--- config.mk ---
export PLATFORM = sky130hd
export DESIGN_NAME = aes_key_expand
export DESIGN_NICKNAME = d
export VERILOG_FILES = /design/src/rtl/aes_const.sv /design/src/rtl/aes_sub_word.sv /design/src/rtl/aes_key_expand.sv
export SDC_FILE = /design/constraint.sdc
export NUM_CORES = 2
export LEC_CHECK = 0
export CORE_MARGIN = 5
export CORE_UTILIZATION = 33
export DETAILED_ROUTE_END_ITERATION = 10
export GPL_TIMING_DRIVEN = 0
export SLEW_MARGIN = 20
export SYNTH_ARGS = -nofsm -noshare
export SYNTH_HDL_FRONTEND = slang
export SYNTH_HIERARCHICAL = 1
export SYNTH_SLANG_ARGS = --single-unit
--- constraint.sdc ---
create_clock -name clock -period 12.26 [get_ports clock]
set_input_delay 2.452 -clock clock [delete_from_list [all_inputs] [get_ports clock]]
set_output_delay 2.452 -clock clock [all_outputs]
set_load 0.02 [all_outputs]
--- src/rtl/aes_const.sv ---
// Shared AES constants for the key schedule.
//   NB          : words per state / round key (always 4)
//   aes_klen_t  : key length selector encoding
//   kx_state_t  : key expander controller states
//   klen_to_nk  : key length code -> key words (4/6/8, code 3 maps to 4)
//   klen_to_nr  : key length code -> rounds (10/12/14)
//   SBOX        : forward S-box table
//   xtime       : multiply by x in GF(2^8), used to step Rcon
package aes_const;

  localparam int NB = 4;

  typedef enum logic [1:0] {AES128 = 2'd0, AES192 = 2'd1, AES256 = 2'd2} aes_klen_t;

  typedef enum logic [1:0] {S_IDLE = 2'd0, S_GEN = 2'd1, S_FLUSH = 2'd2} kx_state_t;

  function automatic logic [3:0] klen_to_nk(input logic [1:0] klen);
    case (klen)
      AES192:  klen_to_nk = 4'd6;
      AES256:  klen_to_nk = 4'd8;
      default: klen_to_nk = 4'd4;
    endcase
  endfunction

  function automatic logic [3:0] klen_to_nr(input logic [1:0] klen);
    case (klen)
      AES192:  klen_to_nr = 4'd12;
      AES256:  klen_to_nr = 4'd14;
      default: klen_to_nr = 4'd10;
    endcase
  endfunction

  localparam logic [7:0] SBOX [0:255] = '{
    8'h63, 8'h7c, 8'h77, 8'h7b, 8'hf2, 8'h6b, 8'h6f, 8'hc5, 8'h30, 8'h01, 8'h67, 8'h2b, 8'hfe, 8'hd7, 8'hab, 8'h76,
    8'hca, 8'h82, 8'hc9, 8'h7d, 8'hfa, 8'h59, 8'h47, 8'hf0, 8'had, 8'hd4, 8'ha2, 8'haf, 8'h9c, 8'ha4, 8'h72, 8'hc0,
    8'hb7, 8'hfd, 8'h93, 8'h26, 8'h36, 8'h3f, 8'hf7, 8'hcc, 8'h34, 8'ha5, 8'he5, 8'hf1, 8'h71, 8'hd8, 8'h31, 8'h15,
    8'h04, 8'hc7, 8'h23, 8'hc3, 8'h18, 8'h96, 8'h05, 8'h9a, 8'h07, 8'h12, 8'h80, 8'he2, 8'heb, 8'h27, 8'hb2, 8'h75,
    8'h09, 8'h83, 8'h2c, 8'h1a, 8'h1b, 8'h6e, 8'h5a, 8'ha0, 8'h52, 8'h3b, 8'hd6, 8'hb3, 8'h29, 8'he3, 8'h2f, 8'h84,
    8'h53, 8'hd1, 8'h00, 8'hed, 8'h20, 8'hfc, 8'hb1, 8'h5b, 8'h6a, 8'hcb, 8'hbe, 8'h39, 8'h4a, 8'h4c, 8'h58, 8'hcf,
    8'hd0, 8'hef, 8'haa, 8'hfb, 8'h43, 8'h4d, 8'h33, 8'h85, 8'h45, 8'hf9, 8'h02, 8'h7f, 8'h50, 8'h3c, 8'h9f, 8'ha8,
    8'h51, 8'ha3, 8'h40, 8'h8f, 8'h92, 8'h9d, 8'h38, 8'hf5, 8'hbc, 8'hb6, 8'hda, 8'h21, 8'h10, 8'hff, 8'hf3, 8'hd2,
    8'hcd, 8'h0c, 8'h13, 8'hec, 8'h5f, 8'h97, 8'h44, 8'h17, 8'hc4, 8'ha7, 8'h7e, 8'h3d, 8'h64, 8'h5d, 8'h19, 8'h73,
    8'h60, 8'h81, 8'h4f, 8'hdc, 8'h22, 8'h2a, 8'h90, 8'h88, 8'h46, 8'hee, 8'hb8, 8'h14, 8'hde, 8'h5e, 8'h0b, 8'hdb,
    8'he0, 8'h32, 8'h3a, 8'h0a, 8'h49, 8'h06, 8'h24, 8'h5c, 8'hc2, 8'hd3, 8'hac, 8'h62, 8'h91, 8'h95, 8'he4, 8'h79,
    8'he7, 8'hc8, 8'h37, 8'h6d, 8'h8d, 8'hd5, 8'h4e, 8'ha9, 8'h6c, 8'h56, 8'hf4, 8'hea, 8'h65, 8'h7a, 8'hae, 8'h08,
    8'hba, 8'h78, 8'h25, 8'h2e, 8'h1c, 8'ha6, 8'hb4, 8'hc6, 8'he8, 8'hdd, 8'h74, 8'h1f, 8'h4b, 8'hbd, 8'h8b, 8'h8a,
    8'h70, 8'h3e, 8'hb5, 8'h66, 8'h48, 8'h03, 8'hf6, 8'h0e, 8'h61, 8'h35, 8'h57, 8'hb9, 8'h86, 8'hc1, 8'h1d, 8'h9e,
    8'he1, 8'hf8, 8'h98, 8'h11, 8'h69, 8'hd9, 8'h8e, 8'h94, 8'h9b, 8'h1e, 8'h87, 8'he9, 8'hce, 8'h55, 8'h28, 8'hdf,
    8'h8c, 8'ha1, 8'h89, 8'h0d, 8'hbf, 8'he6, 8'h42, 8'h68, 8'h41, 8'h99, 8'h2d, 8'h0f, 8'hb0, 8'h54, 8'hbb, 8'h16
  };

  function automatic logic [7:0] xtime(input logic [7:0] b);
    xtime = {b[6:0], 1'b0} ^ (b[7] ? 8'h1b : 8'h00);
  endfunction

endpackage

--- src/rtl/aes_sub_word.sv ---
// Combinational SubWord: four parallel S-box lookups on a 32-bit word.
//   word : input word
//   sub  : S-box substituted word (byte-wise)
import aes_const::*;

module aes_sub_word (
  input  logic [31:0] word,
  output logic [31:0] sub
);

  assign sub = {SBOX[word[31:24]], SBOX[word[23:16]], SBOX[word[15:8]], SBOX[word[7:0]]};

endmodule

--- src/rtl/aes_key_expand.sv ---
// Runtime-selectable AES-128/192/256 key schedule. Accepts a key on a
// valid/ready handshake and streams round keys 0..Nr, one per transfer.
//   clock, reset             : clock, synchronous active-high reset
//   start_valid/start_ready  : key request handshake (ready only in IDLE)
//   key_len                  : 0=128, 1=192, 2=256, 3=128; sampled on accept
//   key                      : left-aligned key, word 0 in the top 32 bits
//   rk_valid/rk_ready        : round key handshake
//   rk_data, rk_idx, rk_last : round key, round number, last-round flag
//   rd_idx, rd_data          : round key store read port
// Optional feature macro AES_KEY_STORE_EN: when defined, every loaded round
// key is also written to a 15-entry store readable with 1-cycle latency;
// otherwise rd_data is tied to 0.
//
// state   | meaning
// S_IDLE  | waiting for a key request
// S_GEN   | producing one schedule word per non-stalled cycle
// S_FLUSH | all words produced, waiting for the last round key transfer
import aes_const::*;

module aes_key_expand #(
  parameter int MAXNK = 8
) (
  input  logic                 clock,
  input  logic                 reset,
  input  logic                 start_valid,
  output logic                 start_ready,
  input  logic [1:0]           key_len,
  input  logic [32*MAXNK-1:0]  key,
  output logic                 rk_valid,
  input  logic                 rk_ready,
  output logic [127:0]         rk_data,
  output logic [3:0]           rk_idx,
  output logic                 rk_last,
  input  logic [3:0]           rd_idx,
  output logic [127:0]         rd_data
);

  localparam int AW = $clog2(MAXNK);

  kx_state_t state, state_nxt;
  logic accept, gen_step, load_rk;

  logic [32*MAXNK-1:0] key_reg, key_sh;
  logic [3:0]  nk, nr, nk_req;
  logic [1:0]  eff_klen;
  logic [5:0]  i, i_last;
  logic [2:0]  modc;          // i mod nk, kept as a wrapping counter
  logic [7:0]  rcon;
  logic [1:0]  acnt;          // words currently held in the assembler
  logic [3:0]  rnd;           // round number of the next key to load
  logic [31:0] win [MAXNK];   // win[k] = w[i-1-k]
  logic [31:0] asm0, asm1, asm2;
  logic [31:0] w_prev, w_back, sw_in, sw_out, w_new;
  logic [AW-1:0] back_idx;
  logic [127:0] rk_new;

  aes_sub_word u_sub_word (
    .word (sw_in),
    .sub  (sw_out)
  );

  // Key lengths wider than the key port fall back to AES-128.
  always_comb begin
    nk_req   = klen_to_nk(key_len);
    eff_klen = (nk_req > 4'(MAXNK)) ? AES128 : key_len;
  end

  always_ff @(posedge clock) begin
    if (reset) state <= S_IDLE;
    else       state <= state_nxt;
  end

  always_comb begin
    state_nxt = state;
    case (state)
      S_IDLE:  if (start_valid) state_nxt = S_GEN;
      S_GEN:   if (gen_step && (i == i_last)) state_nxt = S_FLUSH;
      S_FLUSH: if (rk_valid && rk_ready && rk_last) state_nxt = S_IDLE;
      default: state_nxt = S_IDLE;
    endcase
  end

  // Generation holds only when the assembler is full and the output
  // register cannot be freed this cycle.
  always_comb begin
    start_ready = (state == S_IDLE);
    accept      = start_ready && start_valid;
    gen_step    = (state == S_GEN) && !((acnt == 2'd3) && rk_valid && !rk_ready);
    load_rk     = gen_step && (acnt == 2'd3);
  end

  always_comb begin
    i_last   = {nr, 2'b11};
    key_sh   = key_reg << {i, 5'd0};
    back_idx = AW'(nk - 4'd1);
    w_prev   = win[0];
    w_back   = win[back_idx];
    sw_in    = (modc == 3'd0) ? {w_prev[23:0], w_prev[31:24]} : w_prev;
    if (i < {2'b00, nk})
      w_new = key_sh[32*MAXNK-1 -: 32];
    else if (modc == 3'd0)
      w_new = w_back ^ sw_out ^ {rcon, 24'h0};
    else if ((nk == 4'd8) && (modc == 3'd4))
      w_new = w_back ^ sw_out;
    else
      w_new = w_back ^ w_prev;
    rk_new = {asm0, asm1, asm2, w_new};
  end

  always_ff @(posedge clock) begin
    if (reset) begin
      key_reg  <= '0;
      nk       <= 4'd4;
      nr       <= 4'd10;
      i        <= '0;
      modc     <= '0;
      rcon     <= 8'h01;
      acnt     <= '0;
      rnd      <= '0;
      asm0     <= '0;
      asm1     <= '0;
      asm2     <= '0;
      for (int k = 0; k < MAXNK; k++) win[k] <= '0;
      rk_valid <= 1'b0;
      rk_data  <= '0;
      rk_idx   <= '0;
      rk_last  <= 1'b0;
    end else begin
      if (rk_valid && rk_ready) rk_valid <= 1'b0;
      if (accept) begin
        key_reg <= key;
        nk      <= klen_to_nk(eff_klen);
        nr      <= klen_to_nr(eff_klen);
        i       <= '0;
        modc    <= '0;
        rcon    <= 8'h01;
        acnt    <= '0;
        rnd     <= '0;
      end else if (gen_step) begin
        for (int k = MAXNK-1; k > 0; k--) win[k] <= win[k-1];
        win[0] <= w_new;
        i      <= i + 6'd1;
        modc   <= ({1'b0, modc} == nk - 4'd1) ? 3'd0 : modc + 3'd1;
        if ((i >= {2'b00, nk}) && (modc == 3'd0)) rcon <= xtime(rcon);
        case (acnt)
          2'd0: asm0 <= w_new;
          2'd1: asm1 <= w_new;
          2'd2: asm2 <= w_new;
          default: ;
        endcase
        if (load_rk) begin
          rk_data  <= rk_new;
          rk_valid <= 1'b1;
          rk_idx   <= rnd;
          rk_last  <= (rnd == nr);
          rnd      <= rnd + 4'd1;
          acnt     <= '0;
        end else begin
          acnt <= acnt + 2'd1;
        end
      end
    end
  end

`ifdef AES_KEY_STORE_EN
  logic [127:0] store [0:14];

  always_ff @(posedge clock) begin
    if (reset) begin
      for (int k = 0; k < 15; k++) store[k] <= '0;
      rd_data <= '0;
    end else begin
      if (load_rk) store[rnd] <= rk_new;
      rd_data <= (rd_idx <= 4'd14) ? store[rd_idx] : '0;
    end
  end
`else
  logic unused_rd;
  assign unused_rd = ^rd_idx;
  assign rd_data   = '0;
`endif

endmodule

==> out/results.txt <==
In this run the mean area of a mapped cell was 8.27 µm². In this run the count of I/O pins placed on the die edge is 529. For the detailed placer's ending HPWL, the log shows 186000 µm. The clock network fraction of total power came out at 0.282. Synthesis-stage register bit count: 772.

For this block, the initial DRC count from the detailed router was 6095. For this design the static power due to leakage is 20.4 nW. At the worst endpoint, the arrival time is 8.86 ns.

Tracing the worst setup path back leads to its startpoint at modc[0]. Post-CTS timing repair inserted 0 buffers for setup. The share of the cycle needed by the critical path after routing was 0.691. The synthesized design contains 256 enable-type register cells.

The count of final setup violators is 0. Reg-to-reg critical path endpoint: win[0][2]. Synthesis produced a netlist whose cell count is 5674.

In this run the power spent charging and discharging nets is 0.00358 W. The total routed wirelength is 248000 µm, and the max-cap check violation count is 0. The run gives 0.334 as the proportion of power drawn by flip-flops and latches. TritonCTS built the clock tree.

In the synthesized netlist the dominant register cell turns out to be sky130_fd_sc_hd__dfxtp_1. The run gives 3 as the H-tree depth. The flow ran to the end, and the final reports show no timing, DRC or antenna violations. Summing all placed instances gives a cell area of 0.0539 mm².

Walking the worst path, the cells encountered are inv_1 > ha_1 > clkbuf_1 > nor2b_1 > clkbuf_1 > clkbuf_1 > nand2_1 > nand2_1 > buf_2 > clkbuf_1 > inv_1 > ha_1 > buf_2 > nand2b_1 > clkbuf_1 > a311oi_1 > a2111oi_0 > a2111oi_0 > a31oi_1 > and3_1 > o21a_1 > o31a_1 > nor2_1. The run gives 0 as the total of hold buffers inserted after clock tree synthesis. The worst-case headroom to the max-slew limit was 0.245.

The die is 387 µm wide. Power spread over the standard cell area amounts to 155 mW/mm². Sort of element at the start of the critical path: a flop. The run gives 77 as the total clock buffers created by CTS.

Summing all non-filler instances in the final layout gives an area of 0.0565 mm². Grouping stages by cell kind, the critical path spends the most delay in buffers and inverters. The number of placed instances, taps included, is 8095. The count of buffers from port buffering was 396. Number of distinct library cell variants in the gate-level netlist after synthesis: 95. STA classifies the critical path endpoint as a flop. The critical path is of the reg2reg type. The slack of the worst reg-to-reg path was 3.78 ns; the number of cells upsized or downsized after cts was 0.

For the starting density of the core, the log shows 0.332. After detailed routing, the average wire length per cell comes to 30.1 µm. The clock passes through at most 3 buffers. The tree is rooted in a sky130_fd_sc_hd__clkbuf_16.

The largest net degree at the start of global routing was 52. The run gives 10 as the initial antenna violation count. The tools report the final net count as 6627. Cell internal power was estimated by the tool at 0.00516 W. The die height was 387 µm; the worst path buffer plus inverter count was 9.

The post-route minimum period works out to 8.48 ns. The fraction of registers with async set/reset is 0, and the remaining antenna violation count after routing is 0. The worst register-to-register path begins at modc[0]. Compared with the post-synthesis result, the final layout area differs by 20.5%. Number of design rule violations left after detail routing: 0.

The capture point of the worst path was win[0][2]. For this run, the slowest stage of the critical path takes 0.59 ns. Among all stages on the critical path, the largest delay is contributed by sky130_fd_sc_hd__nand2_1. The overall routing resource usage came out at 0.313.

The cell repeated most along the worst path was sky130_fd_sc_hd__clkbuf_1. Counting buffers and inverters, the worst setup path is 23 cells deep. For the via count of the first global-routing pass, the log shows 47.6k. The maximum fanout along the worst path is 14, and the maximum clock frequency is 118 MHz. The run gives 0.150 mm² as the area enclosed by the die boundary. For this run, the number of Yosys warnings is 6.

At the worst endpoint, the required time is 12.64 ns. The tightest min-delay check is of the reg2reg type. The congestion estimate from routability-driven global placement came to 0.988. The core area was 0.141 mm²; the part of the total power dissipated in combinational logic was 0.384.

Across the VDD grid, the largest voltage drop is 93.7 µV. The number of rows created at floorplan is 138. The switching power as a share of total power is 0.410, and the first-pass GRT wire length is 349000 µm. At the pin with the least slew margin, the transition time is 1.13 ns. For the clock sink count, the log shows 772. The multi-input combinational cells in the finished layout cover a total of 0.0257 mm².

The number of inserted filler cells in the final layout was 14.4k; the via count normalized by instance count was 6.01. The total congestion overflow after global routing was 0; the clock-pin slew reported for the worst setup and hold paths after clock tree synthesis was 0.07 ns. The number of cells on the worst reg-to-reg path was 23; the number of endpoints with negative hold slack in the final report was 0. Setup repair after global routing left no endpoint under its margin. The final route contains 49.6k vias. For the worst-skew pair, the clock arrives at the later sink with an insertion delay of 0.68 ns. On the final layout, the worst clock skew is 0.0398 ns. Once layout is complete, the cells apart from fillers number 8239. The number of max-slew violations in the final report is 0, and the number of search-and-repair iterations in the first detailed-routing pass is 6. The share of the yosys chip area belonging to registers is 0.384.

In the final layout, flip-flops and latches occupy 0.0180 mm². The area of the mapped netlist was 0.0469 mm²; the fraction of final layout cells with drive strength greater than 1 was 0.0943.
[power by group through the flow]
stage / combinational, W / clock [W] / sequential (W)
after floorplan: 0.00183 / 0 / 0.00295
after detailed placement: 0.00319 / 0 / 0.00297
after CTS: 0.00321 / 0.00248 / 0.00292
after global routing: 0.00344 / 0.00258 / 0.00293
after global placement: 0.00327 / 0 / 0.00300
final: 0.00336 / 0.00247 / 0.00292
[area by class of cell]
cell class,instances,area share
repair buffers,404,0.0727
plain buffers,687,0.0617
multi-input cells,4281,0.455
inverters,61,0.00405
clock buffers,100,0.0379
diodes,5,0.000221
well taps,1890,0.0418
flip-flops and latches,772,0.319
clock inverters,39,0.00815
[stage by stage]
step | setup WS, ns | utilization | power [W] | hold slack (ns) | TNS, ns
after floorplan | 2.49 | - | 0.00478 | 0.432 | 0
after global placement | -1.33 | 0.380 | 0.00627 | 0.439 | -334.09
after detailed placement | 4.10 | 0.381 | 0.00616 | 0.446 | 0
after CTS | 4.06 | 0.400 | 0.00860 | 0.454 | 0
after global routing | 3.55 | 0.400 | 0.00895 | 0.464 | 0
final | 3.78 | 0.400 | 0.00875 | 0.452 | 0
[layout by cell type (no fill, tap or decap), types with 21 or more instances in the layout]
cell type / n
sky130_fd_sc_hd__o311ai_0: 36
sky130_fd_sc_hd__a21o_1: 35
sky130_fd_sc_hd__o221ai_1: 21
sky130_fd_sc_hd__a21oi_1: 562
sky130_fd_sc_hd__nor2b_1: 82
sky130_fd_sc_hd__o21ai_0: 212
sky130_fd_sc_hd__dfxtp_1: 516
sky130_fd_sc_hd__a31oi_1: 76
sky130_fd_sc_hd__inv_1: 53
sky130_fd_sc_hd__a2111oi_0: 21
sky130_fd_sc_hd__mux2i_1: 161
sky130_fd_sc_hd__buf_4: 153
sky130_fd_sc_hd__conb_1: 128
sky130_fd_sc_hd__o22ai_1: 27
sky130_fd_sc_hd__nand2_1: 1017
sky130_fd_sc_hd__a311oi_1: 39
sky130_fd_sc_hd__nand3_1: 101
sky130_fd_sc_hd__a211oi_1: 171
sky130_fd_sc_hd__clkdlybuf4s50_1: 396
sky130_fd_sc_hd__a211oi_2: 49
sky130_fd_sc_hd__mux4_2: 29
sky130_fd_sc_hd__and2_1: 252
sky130_fd_sc_hd__ha_1: 77
sky130_fd_sc_hd__and3_1: 50
sky130_fd_sc_hd__a22oi_1: 76
sky130_fd_sc_hd__o211ai_1: 57
sky130_fd_sc_hd__clkbuf_1: 338
sky130_fd_sc_hd__buf_1: 33
sky130_fd_sc_hd__xor2_1: 23
sky130_fd_sc_hd__nor3_1: 106
sky130_fd_sc_hd__o21a_1: 24
sky130_fd_sc_hd__o31ai_1: 28
sky130_fd_sc_hd__buf_2: 155
sky130_fd_sc_hd__edfxtp_1: 256
sky130_fd_sc_hd__nor2_1: 354
sky130_fd_sc_hd__clkbuf_16: 77
sky130_fd_sc_hd__nand2b_1: 97
[cell usage after synthesis (all sizes together), types with 37 or more instances]
cell type | n | area share
nand3 | 101 | 0.011
a21oi | 562 | 0.060
dfxtp | 516 | 0.22
clkbuf | 332 | 0.027
a2111oi | 37 | 0.0097
a31oi | 76 | 0.010
mux2i | 161 | 0.034
nor3 | 106 | 0.011
edfxtp | 256 | 0.16
and2 | 254 | 0.034
a211oi | 220 | 0.040
a22oi | 76 | 0.012
nor2b | 82 | 0.011
inv | 57 | 0.0046
mux4 | 41 | 0.021
and3 | 50 | 0.0067
nand2 | 1018 | 0.081
a311oi | 39 | 0.0073
o311ai | 42 | 0.0078
buf | 355 | 0.048
ha | 77 | 0.021
o211ai | 57 | 0.0091
o21ai | 224 | 0.024
nand2b | 98 | 0.013
nor2 | 357 | 0.029
[routing by layer]
| metal | wire length, µm | global-route usage |
|---|---|---|
| met5 | 50 | 0 |
| met4 | 14000 | 0.153 |
| met3 | 23800 | 0.0658 |
| met2 | 109000 | 0.488 |
| met1 | 101000 | 0.413 |
[worst min-delay path by stage]
stage	startpoint	to	depth (start not counted)
global route	asm0[3]	rk_data[99]	2
finish	asm2[17]	rk_data[49]	2
floorplan	asm0[4]	rk_data[100]	2
CTS	asm1[2]	rk_data[66]	2
global placement	asm0[30]	rk_data[126]	2
detailed placement	key_reg[230]	key_reg[230]	2
[worst register-to-register path: cells and delay by family, from the launching register on]
| family | cells | cell delay (ns) |
|---|---|---|
| buffers and inverters | 9 | 3.39 |
| AO/OA/AOI/OAI | 6 | 2.26 |
| AND/OR/NAND/NOR | 6 | 1.55 |
| adder cells (fa/ha/maj) | 2 | 0.63 |
| flip-flops | 1 | 0.36 |
[kinds of logic (layout without fill, tap and decap cells)]
group,after synthesis,count (layout),share of synthesized area
simple gates,2172,2172,0.213
compound gates,1661,1661,0.241
flops,772,772,0.384
buf+inv,748,1291,0.0792
mux,206,206,0.0559
fa+ha+maj,77,77,0.0205
xor+xnor,37,37,0.00707
other cells,1,133,0.0000799
No activity file was read; power rests on OpenSTA's default activity.
==> variant (config.mk and constraints unchanged) <==
Set the parameter `MAXNK` to 16 (it was 8).
--- a/src/rtl/aes_key_expand.sv
+++ b/src/rtl/aes_key_expand.sv
@@ -18,7 +18,7 @@
 import aes_const::*;
 
 module aes_key_expand #(
-  parameter int MAXNK = 8
+  parameter int MAXNK = 16
 ) (
   input  logic                 clock,
   input  logic                 reset,
Ports: changed (resized key); port bits go from 529 to 785. The function was not compared with the original's and may differ.
==> variant against the original RTL <==
Routed wire length is 49% higher. Clock power is 74% higher. Final area is 48% higher. Worst setup slack worse by 370 ps. Combinational power is 6.0% lower. Sequential cell count is 512 higher. First-iteration DRC count is 58% higher. Critical path depth is 1 lower. Power is 41% higher. Area after synthesis is 45% higher. Largest cell class unchanged. Largest power group is now registers.
==> variant: results <==
[synth]
synth_seq_area_share_pct = 45.24
ys_types = 94
syn_area_per_cell_um2 = 9.204
synthTopCellsByArea = dfxtp_1, edfxtp_1, nand2_1, a21oi_1, mux4_2
ys_warn_count = 6
synthTopCellsByCount = nand2_1, a21oi_1, dfxtp_1
synth_edf_count = 512
synth_flop_cell = dfxtp_1

[place]
hpwl_um = 282700
io_buffers = 650
gp_congestion = 1.055
dp_slack_ps = 3702
place_area_mm2 = 0.07891

[clocking]
cts_made_buffers = 140
clk_latency_ps = 840
cts-htree-levels = 4
post_cts_buffers = 0
path_clk_slew_ps = 70
clockRootBuffer = clkbuf_16

[critical_path]
reg2reg_depth = 22
ff2ff_setup_slack_ps = 3420
critPathArrivalTime_ps = 9390
reg2reg_from = modc[0]

[pwr]
power_leakage_nw = 30.59
worst_ir_drop_vdd_mv = 0.1462

[cells_and_area]
final_cells = 11163
drive_gt1_share_pct = 10.48
layout.nets = 8942

[routing]
drtIter0Drc = 9605
avgViaCountPerCell = 5.986
wl_per_cell_um = 32.99

[global_route]
grt_usage_pct = 32.44
grt_max_degree = 60
antenna_found_initial = 37
grt_pass1_wl_um = 502000
grt_pass1_vias = 63080

[min_path]
min_from = asm1[23]
min_to = rk_data[87]

[timing]
finClkSkew_ps = 43.04
tightestPinTransition_ps = 1327

[run_status]
status = completed
variant: changes by cell type after synthesis, moves of 126 or more:
| cell | change |
|---|---|
| a21oi_1 | +276 |
| dfxtp_1 | +256 |
| mux4_2 | +136 |
| and2_1 | +265 |
| edfxtp_1 | +256 |
| nor2_1 | -126 |
| nand2_1 | +510 |
variant: worst max path at each step:
stage	startpoint	to	slack, ps	cells after the start
final	modc[0]	win[0][2]	3420	22
after global routing	modc[0]	win[0][2]	3200	22
after detailed placement	modc[0]	win[0][2]	3700	22
after CTS	modc[0]	win[0][2]	3650	22
after floorplan	reset	win[0][0]	1880	4
after global placement	reset	win[13][15]	-3110	5
variant: power by group:
part | switching [mW] | internal [mW] | total [mW]
clock network | 1.91 | 2.38 | 4.29
registers | 0.151 | 4.69 | 4.84
logic | 2.21 | 0.950 | 3.16
variant: critical path, stage by stage (launching register included):
cell and delay (ps):
dfxtp_1 360, inv_1 70, ha_1 160, clkbuf_1 360
nor2b_1 380, buf_2 360, buf_1 510, mux2_2 510
buf_2 400, clkbuf_1 630, inv_1 470, ha_1 430
buf_2 330, nand2b_1 160, clkbuf_1 540, a311oi_1 210
a2111oi_0 720, a2111oi_0 140, a31oi_1 500, and3_1 320
a2111oi_4 70, a211oi_2 810, nor2_1 70
variant: cell families (layout without fill, tap and decap cells):
group                      Yosys count  after routing  share of synthesized area [%]
DFF                               1284           1284                          45.24
xor gates and xnor gates            37             37                         0.4975
buffers and inverters              869           1785                          6.154
AOI/OAI and AO/OA                 1954           1954                          18.91
muxes                              370            370                          8.529
other                                2            156                        0.01102
and+or+nand+nor                   2812           2812                          19.25
adders and majority gates           77             77                          1.414
variant: through the flow:
step,hold WS [ps],TNS [ps]
2_1_floorplan,429.7,0
3_3_place_gp,435.9,-1564830
3_5_place_dp,442.9,0
4_1_cts,449.9,0
5_1_grt,465.2,0
6_report,448.7,0
variant: per-layer routing:
layer | wire length, um | vias up | track usage, % | share of wire (%)
li1 | - | 28025 | - | -
met5 | 107 | - | 0 | 0.029
met2 | 152400 | 4572 | 46.97 | 41
met1 | 150800 | 33237 | 43.94 | 41
met3 | 42870 | 974 | 9.789 | 12
met4 | 22080 | 18 | 15.83 | 6.0
variant: area by class of cell:
class                   count  area, um^2
repair buffers            662        6787
plain buffers             820        4021
fillers                 20290      121400
well taps                2688        3363
multi-input cells        5386       33740
clock inverters            69       770.7
clock buffers             185        3854
flip-flops and latches   1284       30830
inverters                  49       183.9
diodes                     20       50.05
